==> src/rtl/button_conditioner.sv <==
// Watch push-button front end: two-flop synchronisers, per-button debounce and a
// press / auto-repeat pulse FSM for button2 and button3, plus a synchronised switch2 level.
module button_conditioner #(
  parameter int DB_CYCLES     = 50000,
  parameter int HOLD_CYCLES   = 25000000,
  parameter int REPEAT_CYCLES = 5000000,
  parameter int CW            = 25
) (
  input  logic userclock,
  input  logic reset,
  input  logic button2_raw,
  input  logic button3_raw,
  input  logic switch2_raw,
  output logic button2,
  output logic button3,
  output logic switch2
);

  // Terminal counter values; each counter clears here, so it never wraps.
  localparam logic [CW-1:0] DB_LAST     = CW'(DB_CYCLES - 1);
  localparam logic [CW-1:0] HOLD_LAST   = CW'(HOLD_CYCLES - 1);
  localparam logic [CW-1:0] REPEAT_LAST = CW'(REPEAT_CYCLES - 1);

  if (DB_CYCLES < 2 || HOLD_CYCLES < 2 || REPEAT_CYCLES < 2) begin : g_bad_min
    $error("button_conditioner: every *_CYCLES parameter must be at least 2");
  end
  if (longint'(DB_CYCLES) > (longint'(1) << CW) ||
      longint'(HOLD_CYCLES) > (longint'(1) << CW) ||
      longint'(REPEAT_CYCLES) > (longint'(1) << CW)) begin : g_bad_max
    $error("button_conditioner: a *_CYCLES parameter does not fit in CW bits");
  end

  typedef enum logic [1:0] {
    IDLE   = 2'd0,
    HOLD   = 2'd1,
    REPEAT = 2'd2
  } fsm_state_e;

  // FSM state and its timer travel together so a checker can bind to one struct.
  typedef struct packed {
    fsm_state_e    state;
    logic [CW-1:0] t;
  } fsm_t;

  logic [1:0] raw_vec;
  assign raw_vec = {button3_raw, button2_raw};

  for (genvar i = 0; i < 2; i++) begin : g_btn
    logic [1:0]    sync_q;
    logic          db_q;
    logic [CW-1:0] c_q;
    fsm_t          fsm_q;
    fsm_t          fsm_d;
    logic          pulse_q;
    logic          pulse_d;

    always_ff @(posedge userclock) begin
      if (reset) begin
        sync_q <= 2'b00;
      end else begin
        sync_q <= {sync_q[0], raw_vec[i]};
      end
    end

    // db only flips after DB_CYCLES consecutive disagreeing samples.
    always_ff @(posedge userclock) begin
      if (reset) begin
        db_q <= 1'b0;
        c_q  <= '0;
      end else if (sync_q[1] != db_q) begin
        if (c_q == DB_LAST) begin
          db_q <= ~db_q;
          c_q  <= '0;
        end else begin
          c_q <= c_q + CW'(1);
        end
      end else begin
        c_q <= '0;
      end
    end

    always_ff @(posedge userclock) begin
      if (reset) begin
        fsm_q   <= '{state: IDLE, t: '0};
        pulse_q <= 1'b0;
      end else begin
        fsm_q   <= fsm_d;
        pulse_q <= pulse_d;
      end
    end

    always_comb begin
      fsm_d = fsm_q;
      case (fsm_q.state)
        IDLE: begin
          if (db_q) fsm_d = '{state: HOLD, t: '0};
        end
        HOLD: begin
          if (!db_q)                    fsm_d = '{state: IDLE, t: '0};
          else if (fsm_q.t == HOLD_LAST) fsm_d = '{state: REPEAT, t: '0};
          else                          fsm_d.t = fsm_q.t + CW'(1);
        end
        REPEAT: begin
          if (!db_q)                      fsm_d = '{state: IDLE, t: '0};
          else if (fsm_q.t == REPEAT_LAST) fsm_d.t = '0;
          else                            fsm_d.t = fsm_q.t + CW'(1);
        end
        default: fsm_d = '{state: IDLE, t: '0};
      endcase
    end

    // A release wins over a coinciding timer expiry, so db gates every pulse.
    always_comb begin
      pulse_d = 1'b0;
      case (fsm_q.state)
        IDLE:    pulse_d = db_q;
        HOLD:    pulse_d = db_q && (fsm_q.t == HOLD_LAST);
        REPEAT:  pulse_d = db_q && (fsm_q.t == REPEAT_LAST);
        default: pulse_d = 1'b0;
      endcase
    end
  end

  logic [1:0] sw_sync_q;

  always_ff @(posedge userclock) begin
    if (reset) begin
      sw_sync_q <= 2'b00;
    end else begin
      sw_sync_q <= {sw_sync_q[0], switch2_raw};
    end
  end

  assign button2 = g_btn[0].pulse_q;
  assign button3 = g_btn[1].pulse_q;
  assign switch2 = sw_sync_q[1];

endmodule

==> config.mk <==
export PLATFORM = sky130hd
export DESIGN_NAME = button_conditioner
export DESIGN_NICKNAME = d
export VERILOG_FILES = /design/src/rtl/button_conditioner.sv
export SDC_FILE = /design/constraint.sdc
export NUM_CORES = 1
export LEC_CHECK = 0
export ABC_AREA = 1
export CAP_MARGIN = 5
export CORE_UTILIZATION = 64
export CTS_BUF_LIST = sky130_fd_sc_hd__clkbuf_16
export DETAILED_ROUTE_END_ITERATION = 8
export HOLD_SLACK_MARGIN = 0.08
export PLACE_DENSITY = 0.87
export SLEW_MARGIN = 20
export SYNTH_ARGS = -nofsm -noshare
export SYNTH_HDL_FRONTEND = slang
export SYNTH_SLANG_ARGS = --single-unit
==> constraint.sdc <==
create_clock -name userclock -period 1.8 [get_ports userclock]
set_input_delay 0.45 -clock userclock [delete_from_list [all_inputs] [get_ports userclock]]
set_output_delay 0.45 -clock userclock [all_outputs]
set_load 0.02 [all_outputs]
==> results.yml, run 1 <==
drt:
  remaining_drc_errors: 0
  firstDrtPassIters: 6
  wl_per_cell_microns: 13.4
  drt-total-wl_microns: 16600
  via_per_inst: 5.47
  drt_iter0_drc: 375
  routed-via-count: 6805
  ant_nets: 0
hold_path:
  hold_end: "sw_sync_q[1]$_SDFF_PP0_"
  worstHoldPathCells: 2
  min_from: "sw_sync_q[0]$_SDFF_PP0_"
  min_path_type: "reg -> reg"
finish:
  fin_util_pct: 76.8
  layout-area-overhead-vs-synth_pct: 15.9
  fin_nets: 1113
  fillers: 793
  seq_area_sq_mm: 0.00229
  num_antenna_cells: 0
  drive_gt1_share_pct: 13.5
  multi_input_area_sq_mm: 0.00406
worst_setup_path:
  setup.worst_path.start_class: "register"
  critical_path_class: "reg -> reg"
  reg2reg_from: "g_btn[0].c_q[1]$_SDFF_PP0_"
  reg2regPathDepth: 9
  path_max_fanout: 6
  cp_data_arrival_time_ns: 2.08
  end_kind: "register"
  rrSetupSlack_ns: 0.03
  r2r-end: "g_btn[0].c_q[16]$_SDFF_PP0_"
  critical_path_required_ns: 2.11
clocking:
  cts_buffers: 17
  ctsHtreeMaxLevel: 4
  cts.sink_count: 114
  clkTransAtPathRegs_ns: 0.05
  cts_tree: "built"
  clockBufferDepth: 2
  cts-root-buf: "clkbuf_16"
  clock_latency_ns: 0.42
synthesis:
  yosys_warnings: 0
  ys_seq_elements: 114
  synth_top_area_share_pct: 33.2
  syn_avg_cell_area_sq_um: 6.50
  yosysTopAreaCell: "dfxtp_1"
  synth_edf_count: 0
  ys_seq_area_share_pct: 33.2
  netlist_instances: 1058
  syn-num-nets: 1077
  synth_common_cells: "nand2_1 (275), nor2_1 (168), inv_1 (117), dfxtp_1 (114), a21oi_1 (78)"
  synth_most_common_cell: "nand2_1"
  dominantRegCellSynth: "dfxtp_1"
  ys_top_cells_by_area: "dfxtp_1 (33%), nand2_1 (15%), nor2_1 (9.2%)"
  syn-cell-area_sq_mm: 0.00687
  synth_cell_type_count: 43
  async_reset_ff_share_pct: 0
sta:
  finalCritPeriodShare_pct: 98.3
  slew_headroom_pct: 57.5
  hold_ws_ns: 0.405
  finalSetupViolCount: 0
  worst_clock_skew_ns: 0.0118
  max_freq_mhz: 565
  tns_ns: 0
  hold_viol: 0
  period_needed_ns: 1.77
  setup_ws_ns: 0.0313
  maxSlewViolCount: 0
  tightest_slew_ns: 0.638
grt:
  grt_max_degree: 59
  grt_usage_pct: 29.7
  grt_pass1_wl_microns: 26900
  antenna_found_initial: 0
  grt_pass1_vias: 5981
  gr-total-overflow: 0
placed_design:
  place.gp.congestion: 0.966
  pre_cts_ws_ns: 0.0817
  io_buffers: 7
  hpwl_microns: 10900
power:
  power.internal_uw: 4870
  leakagePower_uw: 0.00274
  powerDensity_mw_per_mm2: 776
  p_comb_share_pct: 3.1
  power_uw: 6190
  peakVddDrop_mv: 0.756
  clock_power_share_pct: 55.8
  pwr-share-seq_pct: 41.2
  netSwitchingFraction_pct: 21.2
  netSwitchingPower_uw: 1310
floorplanning:
  initial_core_util_pct: 66.3
  core_area_sq_mm: 0.0104
  rows: 37
  die_h_microns: 106
  die_w_microns: 106
  die_area_sq_mm: 0.0112
  boundaryPins: 8
status:
  outcome: "complete, no violations"
job:
  maxCapViolations: 0
[placed cells by master (no fill, tap or decap), types with 3 or more instances in the layout]
master / n
a21oi_1: 78
a21oi_2: 6
buf_4: 30
bufinv_16: 4
clkbuf_16: 19
clkdlybuf4s50_1: 4
clkinv_2: 3
clkinvlp_4: 3
dfxtp_1: 106
dfxtp_2: 8
ha_1: 11
ha_4: 3
inv_1: 120
inv_2: 3
nand2_1: 272
nand2_2: 14
nand3_1: 73
nand3_2: 3
nand3b_1: 3
nand4_1: 23
nor2_1: 162
nor2_2: 31
nor2_4: 5
nor3_1: 28
nor3b_1: 4
o21ai_0: 10
or2_0: 5
or2_2: 4
xnor2_1: 16
xor2_1: 28
[metal layers]
| metal | part of all wire, % | track usage, % | up-vias |
|---|---|---|---|
| li1 | - | - | 3424 |
| met1 | 43 | 37.6 | 3081 |
| met2 | 48 | 48.6 | 252 |
| met3 | 6.4 | 6.37 | 48 |
| met4 | 2.6 | 13.5 | 0 |
| met5 | 0 | 0 | - |
[cell families after synthesis]
logic type	synth area share [%]
AO/OA/AOI/OAI	7.74
adder cells (fa/ha/maj)	2.55
XOR/XNOR	5.61
flip-flops	33.2
AND/OR/NAND/NOR	41.7
buffers and inverters	9.18
[layout make-up]
cell class | instances | area share (%)
multi-input cells | 799 | 51.0
flip-flops and latches | 114 | 28.8
inverters | 120 | 5.65
clock buffers | 17 | 5.34
repair buffers | 42 | 4.93
clock inverters | 15 | 2.21
well taps | 136 | 2.14
[registers in the layout, summed over array words and instances (netlist names)]
| register | cells |
|---|---|
| g_btn.db_q | 2 |
| sw_sync_q | 2 |
| button3 | 1 |
| button2 | 1 |
| g_btn.sync_q | 4 |
| g_btn.fsm_q | 54 |
| g_btn.c_q | 50 |
[how the worst max path moves through the flow]
stage,from,end
finish,g_btn[0].c_q[1]$_SDFF_PP0_,g_btn[0].c_q[16]$_SDFF_PP0_
global route,g_btn[0].fsm_q[1]$_SDFFE_PP0P_,g_btn[0].fsm_q[24]$_SDFFE_PP0P_
CTS,button3$_SDFF_PP0_,button3
detailed placement,g_btn[1].fsm_q[0]$_SDFFE_PP0P_,g_btn[1].fsm_q[9]$_SDFFE_PP0P_
global placement,g_btn[1].fsm_q[0]$_SDFFE_PP0P_,g_btn[1].fsm_q[15]$_SDFFE_PP0P_
floorplan,g_btn[1].c_q[0]$_SDFF_PP0_,g_btn[1].c_q[24]$_SDFF_PP0_
[per-stage QoR]
step,area (sq um),std cells
4_1_cts,7760,1236
6_report,7970,1243
2_1_floorplan,6870,1058
3_5_place_dp,7160,1204
3_3_place_gp,7160,1204
5_1_grt,7970,1243
[critical path, cell delays in order, from the launching register on]
cell,delay (ns)
dfxtp_2,0.35
ha_4,0.14
nand2_2,0.07
nor2_4,0.20
nand2_2,0.11
nor4_4,0.22
nand3_1,0.18
nand2_4,0.18
clkbuf_16,0.17
nor3_1,0.04
[power by group through the flow]
stage	clock, uW	sequential [uW]	combinational, uW
5_1_grt	3600	2550	208
6_report	3450	2550	191
3_5_place_dp	0	2600	177
3_3_place_gp	0	2600	175
4_1_cts	3480	2550	179
2_1_floorplan	0	2600	121
[timing repair]
action,CTS,global route
gates cloned,0,3
pin swaps,0,12
hold buffers,0,0
endpoints found under the hold margin,0,0
setup endpoints to repair,1,101
resized for setup,1,31
buffers inserted,0,4
No activity file was read; power rests on OpenSTA's default activity.
==> run 2: changes to the inputs <==
--- a/config.mk
+++ b/config.mk
@@ -10,6 +10,7 @@
 export CORE_UTILIZATION = 64
 export CTS_BUF_LIST = sky130_fd_sc_hd__clkbuf_16
 export DETAILED_ROUTE_END_ITERATION = 8
+export GPL_ROUTABILITY_DRIVEN = 0
 export HOLD_SLACK_MARGIN = 0.08
 export PLACE_DENSITY = 0.87
 export SLEW_MARGIN = 20
==> run 2 against run 1 <==
Compared with the run above: sequential share of layout area increased by 0.16 points; wire length shrank 0.29%; core utilization fell by 0.54 points; power is 0.16% higher; the run now ends with negative setup slack left; sequential power about the same; largest cell class unchanged; sequential cell count unchanged.
==> results.yml, run 2 (synthesis results as in run 1) <==
worst_setup_path:
  reg2regPathDepth: 9
  critical_path_required_ns: 2.11
  path_max_fanout: 4
  path_cells: "ha_4 -> nand2_2 -> nor2_4 -> nand2_2 -> nor4_4 -> nand3_2 -> buf_4 -> o21ai_0 -> nor2_1"
  cp_data_arrival_time_ns: 2.11
  max_stage_delay_ns: 0.36
  critical_path_class: "reg -> reg"
  setup.worst_path.start_class: "register"
  cp_slowest_cell: "dfxtp_2"
  end_kind: "register"
  cp_common_cell: "nand2_2"
drt:
  drt_iter0_drc: 521
  remaining_drc_errors: 0
  drt-total-wl_microns: 16600
  ant_nets: 0
  wl_per_cell_microns: 13.4
  via_per_inst: 5.45
  routed-via-count: 6748
  firstDrtPassIters: 5
sta:
  period_needed_ns: 1.80
  tightest_slew_ns: 0.629
  maxSlewViolCount: 0
  tns_ns: -0.00133
  hold_viol: 0
  finalCritPeriodShare_pct: 100
  finalSetupViolCount: 1
  max_freq_mhz: 555
  setup_ws_ns: -0.00133
  worst_clock_skew_ns: 0.00623
  slew_headroom_pct: 58.0
floorplanning:
  rows: 37
  die_w_microns: 106
  core_area_sq_mm: 0.0104
  die_h_microns: 106
  die_area_sq_mm: 0.0112
  boundaryPins: 8
  initial_core_util_pct: 66.3
finish:
  layout-area-overhead-vs-synth_pct: 15.1
  fin_nets: 1109
  final_cell_mix: "nand2_1 (272), nor2_1 (164), inv_1 (118), dfxtp_1 (109), a21oi_1 (78)"
  top_register: "g_btn.fsm_q"
  fin_util_pct: 76.3
  largest_register_ffs: 54
  top_regs: "g_btn.fsm_q x54, g_btn.c_q x50, g_btn.sync_q x4"
  fin_area_sq_mm: 0.00791
  mostFrequentLayoutCell: "nand2_1"
  fillers: 770
  num_antenna_cells: 0
  drive_gt1_share_pct: 12.8
grt:
  antenna_found_initial: 0
  gr-total-overflow: 0
  grt_max_degree: 59
  grt_usage_pct: 30.5
  grt_pass1_wl_microns: 27600
  grt_pass1_vias: 6294
clocking:
  ctsHtreeMaxLevel: 4
  clkTransAtPathRegs_ns: 0.05
  cts-root-buf: "clkbuf_16"
  hold_buffers: 0
  cts_tree: "built"
  cts_buffers: 17
  cts.sink_count: 114
  clockBufferDepth: 2
  clock_latency_ns: 0.42
placed_design:
  hpwl_microns: 10800
  io_buffers: 7
  dpl_cell_area_sq_mm: 0.00714
  pre_cts_ws_ns: 0.0439
power:
  power_uw: 6200
  leakagePower_uw: 0.00270
  peakVddDrop_mv: 0.752
  powerDensity_mw_per_mm2: 783
status:
  violations: "negative setup slack"
  outcome: "complete, but fails checks"
hold_path:
  worstHoldPathCells: 2
  min_path_type: "reg -> reg"
job:
  maxCapViolations: 0
-- run 2: cell types whose count changed in the layout (fill, tap and decap cells not counted), sizes merged --
cell,previous run,this run
buf,34,31
clkbuf,19,18
clkinv,5,9
clkinvlp,3,1
inv,123,120
-- run 2: worst paths after layout --
check                                              startpoint                       endpoint  slack, ns
worst max-delay path               g_btn[0].c_q[1]$_SDFF_PP0_     g_btn[0].db_q$_SDFFE_PP0P_     -0.001
worst min-delay path            g_btn[1].sync_q[0]$_SDFF_PP0_  g_btn[1].sync_q[1]$_SDFF_PP0_       0.41
worst max register to register     g_btn[0].c_q[1]$_SDFF_PP0_     g_btn[0].db_q$_SDFFE_PP0P_     -0.001
worst min register to register  g_btn[1].sync_q[0]$_SDFF_PP0_  g_btn[1].sync_q[1]$_SDFF_PP0_       0.41
-- run 2: power breakdown --
part / switching (uW) / total, uW / internal, uW / leakage (uW)
clock network: 1190 / 3460 / 2270 / 0.000296
registers: 8.76 / 2550 / 2540 / 0.000922
logic: 130 / 186 / 56.0 / 0.00149
-- run 2: per-layer routing --
| metal | share of wire, % | global-route usage, % |
|---|---|---|
| met1 | 43 | 37.3 |
| met3 | 6.4 | 7.05 |
| met5 | 0 | 0 |
| met2 | 48 | 51.3 |
| met4 | 2.6 | 13.0 |
-- run 2: cell type report --
class / count / area [sq um] / share of cell area (%)
timing repair buffer: 38 / 329 / 4.16
inverter: 120 / 450 / 5.69
tap: 136 / 170 / 2.15
sequential: 114 / 2290 / 28.9
clock buffer: 17 / 425 / 5.38
clock inverter: 14 / 171 / 2.17
multi-input combinational: 799 / 4080 / 51.5
-- run 2: worst max-delay path, delay by kind of cell (launching register included) --
kind | cells | cell delay [ns]
AND/OR/NAND/NOR | 6 | 0.84
AO/OA/AOI/OAI | 1 | 0.17
adder cells (fa/ha/maj) | 1 | 0.14
buffers and inverters | 1 | 0.17
flip-flops | 1 | 0.36
-- run 2: repair_timing --
action / 4_1_cts / 5_1_grt
cloned: 0 / 1
resized for setup: 1 / 29
buffers inserted: 0 / 3
setup endpoints to repair: 1 / 100
pin swaps: 0 / 12
-- run 2: per-stage QoR --
step / cells / hold slack, ns
2_1_floorplan: 1058 / 0.388
3_3_place_gp: 1203 / 0.392
3_5_place_dp: 1203 / 0.406
4_1_cts: 1234 / 0.414
5_1_grt: 1238 / 0.432
6_report: 1238 / 0.412
==> run 3: changes to the inputs <==
--- a/config.mk
+++ b/config.mk
@@ -11,6 +11,7 @@
 export CTS_BUF_LIST = sky130_fd_sc_hd__clkbuf_16
 export DETAILED_ROUTE_END_ITERATION = 8
 export GPL_ROUTABILITY_DRIVEN = 0
+export GPL_TIMING_DRIVEN = 1
 export HOLD_SLACK_MARGIN = 0.08
 export PLACE_DENSITY = 0.87
 export SLEW_MARGIN = 20
==> results of run 3 <==
Final layout, timing and power as in run 2 (identical DEF).
